--- config.mk ---
export PLATFORM = sky130hd
export DESIGN_NAME = stepper_motion_ctrl_flat
export DESIGN_NICKNAME = d
export VERILOG_FILES = /design/src/rtl/stepper_motion_ctrl_pkg.sv /design/src/rtl/stepper_motion_ctrl_if.sv /design/src/rtl/stepper_motion_ctrl_timer.sv /design/src/rtl/stepper_motion_ctrl.sv /design/src/flat_wrapper.sv
export SDC_FILE = /design/constraint.sdc
export NUM_CORES = 1
export LEC_CHECK = 0
export ABC_AREA = 0
export CAP_MARGIN = 20
export CORE_MARGIN = 10
export CORE_UTILIZATION = 30
export CTS_CLUSTER_SIZE = 8
export DETAILED_ROUTE_END_ITERATION = 7
export PLACE_DENSITY = 0.53
export SKIP_CTS_REPAIR_TIMING = 1
export SLEW_MARGIN = 0
export SYNTH_ARGS = -nofsm -noshare
export SYNTH_HDL_FRONTEND = slang
export SYNTH_SLANG_ARGS = --single-unit
export TNS_END_PERCENT = 1
--- constraint.sdc ---
create_clock -name clock -period 12.96 [get_ports clock]
set_input_delay 1.296 -clock clock [delete_from_list [all_inputs] [get_ports clock]]
set_output_delay 1.296 -clock clock [all_outputs]
set_load 0.005 [all_outputs]
--- src/rtl/stepper_motion_ctrl_pkg.sv ---
// Shared definitions for the two-axis stepper motion sequencer.
package stepper_motion_ctrl_pkg;

   localparam int STEP_W_DEF  = 16;
   localparam int CLK_DIV_DEF = 50000;
   localparam int PULSE_W_DEF = 100;

   typedef enum logic [1:0] {
      ST_IDLE   = 2'd0,
      ST_SETUP  = 2'd1,
      ST_RUN    = 2'd2,
      ST_FINISH = 2'd3
   } motion_state_e;

   // Every state other than IDLE counts as an active move.
   function automatic logic state_busy(motion_state_e s);
      return s != ST_IDLE;
   endfunction

endpackage

--- src/rtl/stepper_motion_ctrl_if.sv ---
// Move-command handshake between the CPU-side MMIO logic and the motion sequencer.
interface stepper_motion_ctrl_if
   import stepper_motion_ctrl_pkg::*;
#(
   parameter int STEP_W = STEP_W_DEF
);
   logic                     cmd_valid;
   logic                     cmd_ready;
   logic signed [STEP_W-1:0] cmd_dx;
   logic signed [STEP_W-1:0] cmd_dy;
   logic                     abort;

   modport master (
      output cmd_valid, cmd_dx, cmd_dy, abort,
      input  cmd_ready
   );

   modport slave (
      input  cmd_valid, cmd_dx, cmd_dy, abort,
      output cmd_ready
   );
endinterface

--- src/rtl/stepper_motion_ctrl_timer.sv ---
// Interpolation tick timer. The outputs describe the cycle that begins at the
// next clock edge, so registered step outputs line up with the tick phase.
// The down-counter value 0 marks phase 0 of a tick; it idles there while run is low.
module step_tick_timer #(
   parameter int CLK_DIV = 50000,
   parameter int PULSE_W = 100
) (
   input  logic clock,
   input  logic reset,
   input  logic run,
   output logic tick_start,
   output logic pulse_on,
   output logic tick_end
);
   localparam int CW = $clog2(CLK_DIV);

   logic [CW-1:0] cnt;

   // Down-count through the tick period, reloading on terminal count.
   always_ff @(posedge clock) begin
      if (reset || !run)
         cnt <= '0;
      else if (cnt == '0)
         cnt <= CW'(CLK_DIV - 1);
      else
         cnt <= cnt - CW'(1);
   end

   assign tick_start = run & (cnt == '0);
   assign tick_end   = run & (cnt == CW'(1));
   assign pulse_on   = run & ((cnt == '0) | (cnt > CW'(CLK_DIV - PULSE_W)));

endmodule

--- src/rtl/stepper_motion_ctrl.sv ---
// Two-axis DDA motion sequencer: one relative move per handshake, STEP/DIR out.
//
//   state  | meaning
//   IDLE   | waiting for a command, cmd_ready may be high
//   SETUP  | magnitudes latched, DIR settling ahead of the first STEP
//   RUN    | interpolating, one tick per CLK_DIV cycles
//   FINISH | move complete, done pulses as IDLE is entered
module stepper_motion_ctrl
   import stepper_motion_ctrl_pkg::*;
#(
   parameter int STEP_W  = STEP_W_DEF,
   parameter int CLK_DIV = CLK_DIV_DEF,
   parameter int PULSE_W = PULSE_W_DEF
) (
   input  logic                 clock,
   input  logic                 reset,
   stepper_motion_ctrl_if.slave cmd,
   output logic                 step_x,
   output logic                 dir_x,
   output logic                 step_y,
   output logic                 dir_y,
   output logic                 busy,
   output logic                 done
);
   motion_state_e state, state_nxt;

   logic [STEP_W-1:0] abs_dx, abs_dy, n_cmd;
   logic [STEP_W-1:0] mag_x, mag_y, n_major, ticks_left;
   logic [STEP_W:0]   acc_x, acc_y, sum_x, sum_y;
   logic              fire_x, fire_y, fire_x_q, fire_y_q;
   logic              accept, timer_run, dda_tick;
   logic              tick_start, pulse_on, tick_end;

   // -(-2^(STEP_W-1)) wraps to the same bit pattern, which reads correctly as unsigned.
   assign abs_dx = cmd.cmd_dx[STEP_W-1] ? (~cmd.cmd_dx + STEP_W'(1)) : cmd.cmd_dx;
   assign abs_dy = cmd.cmd_dy[STEP_W-1] ? (~cmd.cmd_dy + STEP_W'(1)) : cmd.cmd_dy;
   assign n_cmd  = (abs_dx >= abs_dy) ? abs_dx : abs_dy;

   assign cmd.cmd_ready = (state == ST_IDLE) & ~cmd.abort & ~reset;
   assign accept        = cmd.cmd_valid & cmd.cmd_ready;

   // SETUP is included so the first tick is evaluated on the SETUP->RUN edge.
   assign timer_run = (state == ST_SETUP) | (state == ST_RUN);

   step_tick_timer #(
      .CLK_DIV (CLK_DIV),
      .PULSE_W (PULSE_W)
   ) u_timer (
      .clock      (clock),
      .reset      (reset),
      .run        (timer_run),
      .tick_start (tick_start),
      .pulse_on   (pulse_on),
      .tick_end   (tick_end)
   );

   assign sum_x  = acc_x + {1'b0, mag_x};
   assign sum_y  = acc_y + {1'b0, mag_y};
   assign fire_x = sum_x >= {1'b0, n_major};
   assign fire_y = sum_y >= {1'b0, n_major};

   // State register.
   always_ff @(posedge clock) begin
      if (reset)
         state <= ST_IDLE;
      else
         state <= state_nxt;
   end

   // Next-state decode and the DDA tick strobe.
   always_comb begin
      state_nxt = state;
      dda_tick  = 1'b0;
      case (state)
         ST_IDLE: begin
            if (accept)
               state_nxt = ST_SETUP;
         end
         ST_SETUP: begin
            if (n_major == '0) begin
               state_nxt = ST_FINISH;
            end else begin
               state_nxt = ST_RUN;
               dda_tick  = tick_start;
            end
         end
         ST_RUN: begin
            if (tick_start) begin
               if (ticks_left == '0)
                  state_nxt = ST_FINISH;
               else
                  dda_tick = 1'b1;
            end
         end
         ST_FINISH: state_nxt = ST_IDLE;
         default:   state_nxt = ST_IDLE;
      endcase
      if (cmd.abort && (state != ST_IDLE)) begin
         state_nxt = ST_IDLE;
         dda_tick  = 1'b0;
      end
   end

   // Command latch, DDA accumulators, tick countdown and registered outputs.
   always_ff @(posedge clock) begin
      if (reset) begin
         mag_x      <= '0;
         mag_y      <= '0;
         n_major    <= '0;
         ticks_left <= '0;
         acc_x      <= '0;
         acc_y      <= '0;
         fire_x_q   <= 1'b0;
         fire_y_q   <= 1'b0;
         dir_x      <= 1'b0;
         dir_y      <= 1'b0;
         step_x     <= 1'b0;
         step_y     <= 1'b0;
         busy       <= 1'b0;
         done       <= 1'b0;
      end else begin
         if (accept) begin
            mag_x   <= abs_dx;
            mag_y   <= abs_dy;
            n_major <= n_cmd;
            acc_x   <= {1'b0, n_cmd >> 1};
            acc_y   <= {1'b0, n_cmd >> 1};
            dir_x   <= cmd.cmd_dx[STEP_W-1];
            dir_y   <= cmd.cmd_dy[STEP_W-1];
         end
         if (state == ST_SETUP)
            ticks_left <= n_major;
         else if ((state == ST_RUN) && tick_end)
            ticks_left <= ticks_left - STEP_W'(1);
         if (dda_tick) begin
            acc_x    <= fire_x ? (sum_x - {1'b0, n_major}) : sum_x;
            acc_y    <= fire_y ? (sum_y - {1'b0, n_major}) : sum_y;
            fire_x_q <= fire_x;
            fire_y_q <= fire_y;
         end
         step_x <= (state_nxt == ST_RUN) & pulse_on & (tick_start ? fire_x : fire_x_q);
         step_y <= (state_nxt == ST_RUN) & pulse_on & (tick_start ? fire_y : fire_y_q);
         busy   <= state_busy(state_nxt);
         done   <= (state == ST_FINISH) & ~cmd.abort;
      end
   end

endmodule

--- src/flat_wrapper.sv ---
// flat-port wrapper written by rule: the top's interface ports become plain ports
module stepper_motion_ctrl_flat import stepper_motion_ctrl_pkg::*;
#(
   parameter int STEP_W  = STEP_W_DEF,
   parameter int CLK_DIV = CLK_DIV_DEF,
   parameter int PULSE_W = PULSE_W_DEF
)
  (clock, reset, step_x, dir_x, step_y, dir_y, busy, done, cmd_cmd_valid, cmd_cmd_dx, cmd_cmd_dy, cmd_abort, cmd_cmd_ready);
  stepper_motion_ctrl_if #(.STEP_W(STEP_W)) cmd_i ();
  input  logic clock;
  input  logic reset;
  output logic step_x;
  output logic dir_x;
  output logic step_y;
  output logic dir_y;
  output logic busy;
  output logic done;
  input wire logic [$bits(cmd_i.cmd_valid)-1:0] cmd_cmd_valid;
  input wire logic [$bits(cmd_i.cmd_dx)-1:0] cmd_cmd_dx;
  input wire logic [$bits(cmd_i.cmd_dy)-1:0] cmd_cmd_dy;
  input wire logic [$bits(cmd_i.abort)-1:0] cmd_abort;
  output wire logic [$bits(cmd_i.cmd_ready)-1:0] cmd_cmd_ready;
  assign cmd_i.cmd_valid = cmd_cmd_valid;
  assign cmd_i.cmd_dx = cmd_cmd_dx;
  assign cmd_i.cmd_dy = cmd_cmd_dy;
  assign cmd_i.abort = cmd_abort;
  assign cmd_cmd_ready = cmd_i.cmd_ready;
  stepper_motion_ctrl #(.STEP_W(STEP_W), .CLK_DIV(CLK_DIV), .PULSE_W(PULSE_W)) u_core (.clock(clock), .reset(reset), .cmd(cmd_i), .step_x(step_x), .dir_x(dir_x), .step_y(step_y), .dir_y(dir_y), .busy(busy), .done(done));
endmodule
* Word-level counts from Yosys, hierarchy flattened *
Cells that the tools add are included.

word-level totals
  flip-flop bits (word level) = 124
  bits of input ports = 36
  output and inout port bits = 7
  word-level logic and storage cells = 87

operators by class
  add/subtract/negate cells = 8
  magnitude comparators = 4
  equal/unequal tests = 5
  multiplexer cells = 24
  bitwise gates (word level) = 16
  reduce and logical (&&, ||, !) cells = 13

operator list
  cell                                                count
  2-to-1 mux 16 bit                                   6
  2-to-1 mux 17 bit                                   5
  logical NOT 16 bit                                  3
  adder 17 x 16 -> 17 bit                             2
  greater-or-equal comparator 17 x 16 -> 1 bit        2
  subtractor 17 x 16 -> 17 bit                        2
  adder 16 x 2 -> 16 bit, second input constant       2
  inverter 16 bit                                     2
  subtractor 16 x 1 -> 16 bit, second input constant  2
  == test 16 x 1 -> 1 bit, second input constant      1
  greater-or-equal comparator 16 bit                  1
  > comparator 16 bit, second input constant          1
  AND 1 bit                                           10
  2-to-1 mux 2 bit                                    4
  one-hot mux 2 bit (4 select lines)                  1
  nonzero test 2 bit                                  4
  2-to-1 mux 1 bit                                    7
  == test 2 bit, second input constant                3
  == test 2 x 1 -> 1 bit, second input constant       1
  logical AND 1 bit                                   2
  logical NOT 2 bit                                   1
  inverter 1 bit                                      2
  OR 1 bit                                            2
  one-hot mux 1 bit (2 select lines)                  1
  3 further kinds                                     3

* Logic depth before layout (Yosys ltp) *
Gate-level depths: netlist of run 1.

  depth in word-level cells = 10
  mapped depth = 19
  gate-level depth less buffers = 17

* Modules after synthesis *
A second synthesis of run 1 with hierarchy kept.

second synthesis, totals
  cells, all modules = 1180
  area, all modules = 9549.2 µm²

by module, submodules not included
  module               times used  cells each  area an instance (µm²)  sequential area each (µm²)
  stepper_motion_ctrl  1           1081        8714.6                  2162.1
  step_tick_timer      1           99          834.6                   320.3

* Worst setup path before layout of run 1 *
OpenSTA, ideal clock, no wires.

  path kind = input -> register
  from = input port cmd_cmd_dy[6]
  to = register u_core.acc_x[14]
  library setup time = 0.120 ns
  data arrival time = 4.565 ns
  required time = 12.840 ns
  setup slack = 8.276 ns
  stages on the path = 13
  path buffers = 0
  path through = or4_1 or4_1 nor4b_1 inv_1 ha_1 nand4_1 nor2_1 a21oi_1 o211ai_1 a21oi_1 mux2i_1 a21oi_1 a211o_1

between the ends
  longest elaborated chain between the ends = 7

ends and longest elaborated chain
  item                                line                        source
  start: declaration                  flat_wrapper.sv:20          input wire logic [$bits(cmd_i.cmd_dy)-1:0] cmd_cmd_dy;
  inverter 16 bit                     stepper_motion_ctrl.sv:36   assign abs_dy = cmd.cmd_dy[STEP_W-1] ? (~cmd.cmd_dy + STEP_W'(1)) : cmd.cmd_dy;
  adder 16 x 2 -> 16 bit              stepper_motion_ctrl.sv:36
  2-to-1 mux 16 bit *                 stepper_motion_ctrl.sv:36
  greater-or-equal comparator 16 bit  stepper_motion_ctrl.sv:37   assign n_cmd = (abs_dx >= abs_dy) ? abs_dx : abs_dy;
  2-to-1 mux 16 bit *                 stepper_motion_ctrl.sv:37
  2-to-1 mux 17 bit *                 stepper_motion_ctrl.sv:122  if (accept) begin
  2-to-1 mux 17 bit *                 stepper_motion_ctrl.sv:135  if (dda_tick) begin
  end signal: assignment              stepper_motion_ctrl.sv:126  acc_x <= {1'b0, n_cmd >> 1};
  end signal: assignment              stepper_motion_ctrl.sv:136  acc_x <= fire_x ? (sum_x - {1'b0, n_major}) : sum_x;
  end: declaration                    stepper_motion_ctrl.sv:29   logic [STEP_W:0] acc_x, acc_y, sum_x, sum_y;

Mark *: on every way between the ends. The rest lies on a longest branch, timed or not. The select of a mux whose other input is x is not followed.
A chain may end at the register's enable or synchronous reset.

* Worst setup path in the final report of run 1 *
  from = input port cmd_cmd_dy[0]
  to = register u_core.acc_y[12]

between the ends
  longest elaborated chain between the ends = 7

ends and longest elaborated chain
  item                                line                        source
  inverter 16 bit                     stepper_motion_ctrl.sv:36
  adder 16 x 2 -> 16 bit              stepper_motion_ctrl.sv:36
  2-to-1 mux 16 bit *                 stepper_motion_ctrl.sv:36
  greater-or-equal comparator 16 bit  stepper_motion_ctrl.sv:37
  2-to-1 mux 16 bit *                 stepper_motion_ctrl.sv:37
  2-to-1 mux 17 bit *                 stepper_motion_ctrl.sv:122
  2-to-1 mux 17 bit *                 stepper_motion_ctrl.sv:135
  end signal: assignment              stepper_motion_ctrl.sv:127  acc_y <= {1'b0, n_cmd >> 1};
  end signal: assignment              stepper_motion_ctrl.sv:137  acc_y <= fire_y ? (sum_y - {1'b0, n_major}) : sum_y;
  end: declaration                    stepper_motion_ctrl.sv:29

Marked as above.

==> results of run 1 <==
worst max path at each step:
stage	start	to	slack [ns]	depth (start not counted)
3_3_place_gp	cmd_cmd_dy[0]	u_core.acc_x[12]	6.70	14
2_1_floorplan	cmd_cmd_dy[6]	u_core.acc_x[14]	8.28	13
4_1_cts	cmd_cmd_dy[0]	u_core.acc_y[12]	6.97	14
3_5_place_dp	cmd_cmd_dy[0]	u_core.acc_y[12]	6.55	14
6_report	cmd_cmd_dy[0]	u_core.acc_y[12]	6.94	14
5_1_grt	cmd_cmd_dy[0]	u_core.acc_x[12]	6.60	14
per-layer routing:
metal	track usage, %	vias to the layer above
li1	-	4438
met1	20.59	4231
met2	25.19	192
met3	1.673	39
met4	5.567	0
met5	0	-
flip-flops by register name, summed over array words and instances, names as in the netlist, 2 cells and up:
name,count
u_core.ticks_left,16
u_core.mag_x,16
u_core.acc_y,17
u_core.state,2
u_core.mag_y,16
u_core.u_timer.cnt,16
u_core.acc_x,17
u_core.n_major,16
layout make-up:
type	count	area share, %
tap	402	4.616
clock inverter	14	1.033
clock buffer	18	3.938
sequential	124	22.78
timing repair buffer	50	4.386
multi-input combinational	957	60.90
inverter	68	2.342
synthesized netlist by cell type, drive strengths merged (3+ instances only):
library cell    n  area [sq um]
nor2b          11         68.82
or4            10         82.58
o31a            3         26.28
nor2          123         469.2
nor3           25         130.1
a31oi          13         81.33
nand2b         13         81.33
o21bai         11         82.58
a21o           29         217.7
o21ai          51         255.3
dfxtp         124          2482
a2111oi         5         51.30
o22ai           4         25.02
mux2i          22         220.2
a211oi         85         643.1
a311oi          7         61.31
nor3b           3         27.52
nand3          15         87.59
fa              4         80.08
nand2          85         319.1
xnor2          53         464.2
and3            5         31.28
or3            13         81.33
o31ai          15         112.6
o21a           18         135.1
o211ai          5         37.54
inv            68         255.2
or2             4         25.03
nor4b           3         41.29
o41ai           7         80.08
a211o           4         37.54
nand4          11         68.82
a21oi         108         544.3
buf            20         117.6
nor4           24         162.7
o211a           3         30.03
xor2           44         385.4
clkbuf         37         138.9
and2           13         81.33
ha             89          1114
power groups by stage:
stage               combinational (mW)  clock (mW)  sequential (mW)
finish                            1.57       0.448            0.540
global route                      1.73       0.471            0.550
CTS                               1.57       0.457            0.538
detailed placement                1.55           0            0.545
global placement                  1.55           0            0.544
floorplan                         1.22           0            0.520
worst register-to-register path: stages, from the launching register on:
cell       delay (ns)
dfxtp_1          0.34
ha_1             0.25
fa_1             0.44
a211oi_1         0.27
o21ai_0          0.24
a2111oi_2        0.52
o31ai_1          0.14
a21oi_1          0.21
xnor2_1          0.22
ha_1             0.34
nand4_1          0.12
nor3_1           0.05
a31oi_1          0.19
nand3_1          0.64
or2_2            0.73
o311a_1          0.33
cell families (layout without fill, tap and decap cells):
group | count (synthesis) | in the layout | share of synthesized area (%)
multiplexers | 22 | 22 | 2.292
flip-flops | 124 | 124 | 25.83
AO/OA/AOI/OAI | 381 | 381 | 26.43
XOR/XNOR | 97 | 97 | 8.841
AND/OR/NAND/NOR | 364 | 364 | 18.85
buffers and inverters | 125 | 150 | 5.325
adder cells (fa/ha/maj) | 93 | 93 | 12.42
metrics by stage:
step	utilization (%)	instance area (sq um)	hold slack [ns]	setup slack, ns
after floorplan	-	9609	0.4302	8.276
after global placement	32.82	10350	0.4485	6.699
after detailed placement	32.82	10350	0.4522	6.552
after CTS	34.53	10900	0.4603	6.973
after global routing	34.53	10900	0.4933	6.597
final	34.53	10900	0.4597	6.935
cell usage in the layout (no fill, tap or decap), types with 5 or more instances in the layout:
cell type	count
a211oi_1	84
a21o_1	29
a21oi_1	107
a311oi_1	7
a31oi_1	13
and2_1	12
buf_4	9
clkbuf_16	17
clkdlybuf4s50_1	41
clkinv_4	5
dfxtp_1	124
ha_1	89
inv_1	68
inv_6	5
mux2i_1	22
nand2_1	84
nand2b_1	13
nand3_1	14
nand4_1	11
nor2_1	122
nor2b_1	11
nor3_1	23
nor4_1	22
o211ai_1	5
o21a_1	18
o21ai_0	49
o21bai_1	11
o31ai_1	15
o41ai_1	6
or3_1	13
or4_1	8
xnor2_1	53
xor2_1	44
==> flow_metrics.py, run 1 <==
metrics = {
    "status": {
        "status": "complete, no violations",
    },
    "synthesis": {
        "syn_area_sq_mm": 0.009609,
        "synth_cell_type_count": 72,
        "synth_edf_count": 0,
        "synth_top_flop_cell": "dfxtp_1",
        "synth_async_sr_flop_share_pct": 0,
        "yosysSeqAreaShare_pct": 25.83,
        "syn_inst": 1206,
        "avgSynthCellArea_sq_um": 7.968,
        "syn-num-nets": 1335,
        "ys_ff_latch": 124,
        "ys_warn_count": 0,
    },
    "drt": {
        "antenna_left": 0,
        "drt-vias-per-instance": 5.450,
        "wl_met1_mm": 14.27,
        "drt-initial-drc-count": 623,
        "dr_wl_met3_mm": 1.286,
        "wl_mm": 30.57,
        "wl_per_cell_um": 18.72,
        "drc": 0,
        "dr.pass1.iters": 5,
        "dr_wl_met2_mm": 14.29,
        "top_layer": "met4",
        "num_vias": 8900,
    },
    "timing": {
        "slew_headroom_pct": 30.33,
        "layout_min_cycle_time_ns": 6.025,
        "hold_viol": 0,
        "max_freq_ghz": 0.1660,
        "worst_pin_slew_ns": 1.045,
        "setup_violations": 0,
        "finalMaxSlewViolations": 0,
        "fin_setup_tns_ns": 0,
        "timing.final.crit_share_pct": 46.49,
        "rsz0062_at_grt": "no",
        "clock_skew_ns": 0.01441,
    },
    "pwr": {
        "power.density_mw_per_mm2": 235.2,
        "irDropWorstVdd_mv": 0.1044,
        "intPower_mw": 1.341,
        "p_leak_nw": 4.487,
        "swShare_pct": 47.66,
        "p_comb_share_pct": 61.4,
        "pwr-share-seq_pct": 21.1,
        "p_total_mw": 2.563,
        "pwr-share-clk_pct": 17.5,
        "p_switching_mw": 1.221,
    },
    "finish": {
        "register_area_sq_mm": 0.002482,
        "drive_gt1_share_pct": 5.199,
        "final_nets": 1347,
        "instances_no_fill": 1633,
        "fill_cells": 3303,
        "areaGrowthSynthToFinish_pct": 13.40,
        "multi_input_area_sq_mm": 0.006636,
        "antenna_cells": 0,
    },
    "worst_hold_path": {
        "hp-class": "flip-flop to flip-flop",
        "hp-start": "u_core.dir_y",
        "worstHoldPathCells": 2,
        "worstHoldEndpoint": "u_core.dir_y",
    },
    "worst_setup_path": {
        "r2r_end": "u_core.acc_x[0]",
        "start_kind": "input port",
        "ff2ff_path_depth": 15,
        "cp_cell_sequence": "clkdlybuf4s50_1, or3_1, or4_1, nor4b_1, inv_1, ha_1, nand4_1, nor2_1, nand2_1, a21oi_1, a21oi_1, mux2i_1, o21ai_0, o22ai_1",
        "r2r-start": "u_core.mag_x[0]",
        "r2r_slack_ns": 7.81,
        "cpMostUsedCell": "a21oi_1",
        "arrival_ns": 6.37,
        "endpoint_kind": "flip-flop",
        "worstSetupPathType": "input port to flip-flop",
        "cp.required_ns": 13.31,
        "crit_buf_inv": 2,
        "cp_slowest_stage_delay_ns": 0.71,
        "worstPathMaxFanout": 12,
        "cp_slowest_cell": "nor4b_1",
        "critical-path-top-delay-family": "simple AND/OR/NAND/NOR gates",
    },
    "floorplanning": {
        "die_w_um": 199.0,
        "dieArea_sq_mm": 0.03959,
        "coreArea_sq_mm": 0.03156,
        "start_util_pct": 30.45,
        "boundaryPins": 43,
        "die-height_um": 199.0,
        "placementRows": 65,
    },
    "global_route": {
        "antenna_found_initial": 0,
        "grt_max_degree": 87,
        "grt_pass1_vias": 8529,
        "track_usage_pct": 15.45,
        "grt.overflow.total": 0,
        "grt_pass1_wl_mm": 47.75,
    },
    "clocking": {
        "cts_buffer_depth": 2,
        "cts.clk_slew.worst_paths_ns": 0.06,
        "cts_tree": "built",
        "cts-root-buf": "clkbuf_16",
        "htreeDepth": 4,
        "numCtsBuffers": 17,
        "cts.sinks": 124,
        "clk_latency_ns": 0.43,
    },
    "placed_design": {
        "io_buffers": 42,
        "hpwl_mm": 23.43,
        "globalplace.congestion": 0.9098,
        "dp.cells": 1601,
    },
    "run": {
        "maxCapViolCount": 0,
    },
}
Note: power is estimated with default switching activity, not from simulation.
==> run 2: changes to the inputs <==
--- a/config.mk
+++ b/config.mk
@@ -11,7 +11,7 @@
 export CORE_UTILIZATION = 30
 export CTS_CLUSTER_SIZE = 8
 export DETAILED_ROUTE_END_ITERATION = 7
-export PLACE_DENSITY = 0.53
+export PLACE_DENSITY = 0.55
 export SKIP_CTS_REPAIR_TIMING = 1
 export SLEW_MARGIN = 0
 export SYNTH_ARGS = -nofsm -noshare
==> constraint.sdc (replaced) <==
create_clock -name clock -period 5.4 [get_ports clock]
set_input_delay 0.54 -clock clock [delete_from_list [all_inputs] [get_ports clock]]
set_output_delay 0.54 -clock clock [all_outputs]
set_load 0.005 [all_outputs]
==> run 2 against run 1 <==
  * Count of clock-buffer cells in the layout fell by 1
  * Die area did not move
  * Routed wire length fell by 0.48%
  * Clock skew fell by 0.0044 ns
  * Critical path type unchanged
==> flow_metrics.py, run 2 (same netlist as run 1, synthesis figures left out) <==
metrics = {
    "status": {
        "status": "complete, no violations",
    },
    "timing": {
        "clock_skew_ns": 0.01005,
        "timing.final.crit_share_pct": 95.95,
        "worst_pin_slew_ns": 1.028,
        "finalMaxSlewViolations": 0,
        "max_freq_ghz": 0.1930,
        "hold-worst-slack_ns": 0.4558,
        "hold_viol": 0,
        "layout_min_cycle_time_ns": 5.181,
        "slew_headroom_pct": 31.49,
        "setup_violations": 0,
        "rsz0062_at_grt": "no",
    },
    "worst_setup_path": {
        "endpoint_kind": "flip-flop",
        "worstSetupPathType": "input port to flip-flop",
        "arrival_ns": 5.52,
        "worstPathMaxFanout": 12,
        "start_kind": "input port",
        "cp_cell_sequence": "clkdlybuf4s50_1, or3_1, or4_1, nand2_1, xor2_1, ha_1, a21o_1, a21o_1, a21oi_1, o211ai_1, a21o_1, a211oi_1, o21bai_1, a211oi_1",
        "cpMostUsedCell": "a21o_1",
        "cp_slowest_stage_delay_ns": 0.85,
        "cp_slowest_cell": "a211oi_1",
        "cp.required_ns": 5.74,
        "ff2ff_path_depth": 18,
    },
    "finish": {
        "final_nets": 1364,
        "areaGrowthSynthToFinish_pct": 15.17,
        "layout.cells.most_common": "dfxtp_1",
        "drive_gt1_share_pct": 6.571,
        "top_regs": "u_core.acc_x: 17 flops, u_core.acc_y: 17 flops",
        "mostFrequentLayoutCells": "dfxtp_1 (124), nor2_1 (122), a21oi_1 (107)",
        "final_design_area_no_fill_sq_mm": 0.01107,
        "utilization_pct": 35.07,
        "fill_cells": 3339,
    },
    "drt": {
        "wl_met1_mm": 13.91,
        "drc": 0,
        "antenna_left": 0,
        "wl_mm": 30.42,
        "dr_wl_met2_mm": 14.52,
        "num_vias": 8943,
        "wl_per_cell_um": 18.43,
        "drt-initial-drc-count": 591,
        "drt-vias-per-instance": 5.417,
        "top_layer": "met4",
        "dr.pass1.iters": 6,
        "dr_wl_met3_mm": 1.396,
    },
    "clocking": {
        "numCtsBuffers": 17,
        "cts.sinks": 124,
        "cts_buffer_depth": 2,
        "cts.clk_slew.worst_paths_ns": 0.06,
        "cts_tree": "built",
        "htreeDepth": 4,
        "clk_latency_ns": 0.43,
        "cts-root-buf": "clkbuf_16",
    },
    "pwr": {
        "power.density_mw_per_mm2": 560.9,
        "irDropWorstVdd_mv": 0.3109,
        "p_leak_nw": 4.594,
    },
    "floorplanning": {
        "start_util_pct": 30.45,
        "coreArea_sq_mm": 0.03156,
        "dieArea_sq_mm": 0.03959,
        "boundaryPins": 43,
        "placementRows": 65,
        "die_w_um": 199.0,
        "die-height_um": 199.0,
    },
    "placed_design": {
        "hpwl_mm": 23.39,
        "dpl-instance-area_sq_mm": 0.01048,
        "io_buffers": 42,
        "globalplace.congestion": 0.9013,
    },
    "worst_hold_path": {
        "worstHoldPathCells": 2,
        "hp-class": "flip-flop to flip-flop",
    },
    "global_route": {
        "grt_max_degree": 73,
        "grt_pass1_vias": 8563,
        "track_usage_pct": 15.34,
        "grt.overflow.total": 0,
        "antenna_found_initial": 1,
        "grt_pass1_wl_mm": 47.62,
    },
    "run": {
        "maxCapViolCount": 0,
    },
}
[run 2: critical path, delay by kind of cell]
kind	cells	cell delay [ns]
xor+xnor	1	0.43
fa+ha+maj	1	0.34
simple gates	3	1.19
compound gates	8	2.45
buf+inv	1	0.56
[run 2: worst paths after layout]
kind	start	to	slack, ns
worst max register to register	u_core.acc_x[0]	u_core.acc_x[11]	0.55
worst min register to register	u_core.fire_x_q	u_core.fire_x_q	0.46
worst min-delay path	u_core.fire_x_q	u_core.fire_x_q	0.46
worst max-delay path	cmd_cmd_dy[0]	u_core.acc_x[1]	0.22
[run 2: through the flow]
stage / std cells / setup TNS (ns) / setup slack (ns) / total power, mW
after floorplan: 1206 / 0 / 1.272 / 4.166
after global placement: 1617 / -0.03858 / -0.03858 / 5.006
after detailed placement: 1617 / -0.1166 / -0.04603 / 5.021
after CTS: 1649 / 0 / 0.3683 / 6.191
after global routing: 1650 / 0 / 0.07476 / 6.697
final: 1651 / 0 / 0.2186 / 6.208
[run 2: power breakdown]
group          switching [mW]  internal [mW]  leakage (nW)
Combinational            2.21           1.57          3.30
Clock                   0.489          0.650         0.284
Sequential              0.180           1.11          1.01
[run 2: layout make-up]
cell class,count,area (sq um),share of cell area (%)
clock buffer,17,425.4,3.844
multi-input combinational,957,6636,59.97
antenna,1,2.502,0.02261
sequential,124,2482,22.43
timing repair buffer,67,609.3,5.506
inverter,68,255.2,2.306
tap,402,503.0,4.545
clock inverter,15,152.6,1.379
[run 2: metal layers]
layer,up-vias,global-route usage [%]
li1,4465,-
met1,4223,20.07
met2,220,25.45
met3,35,1.960
met4,0,5.086
met5,-,0
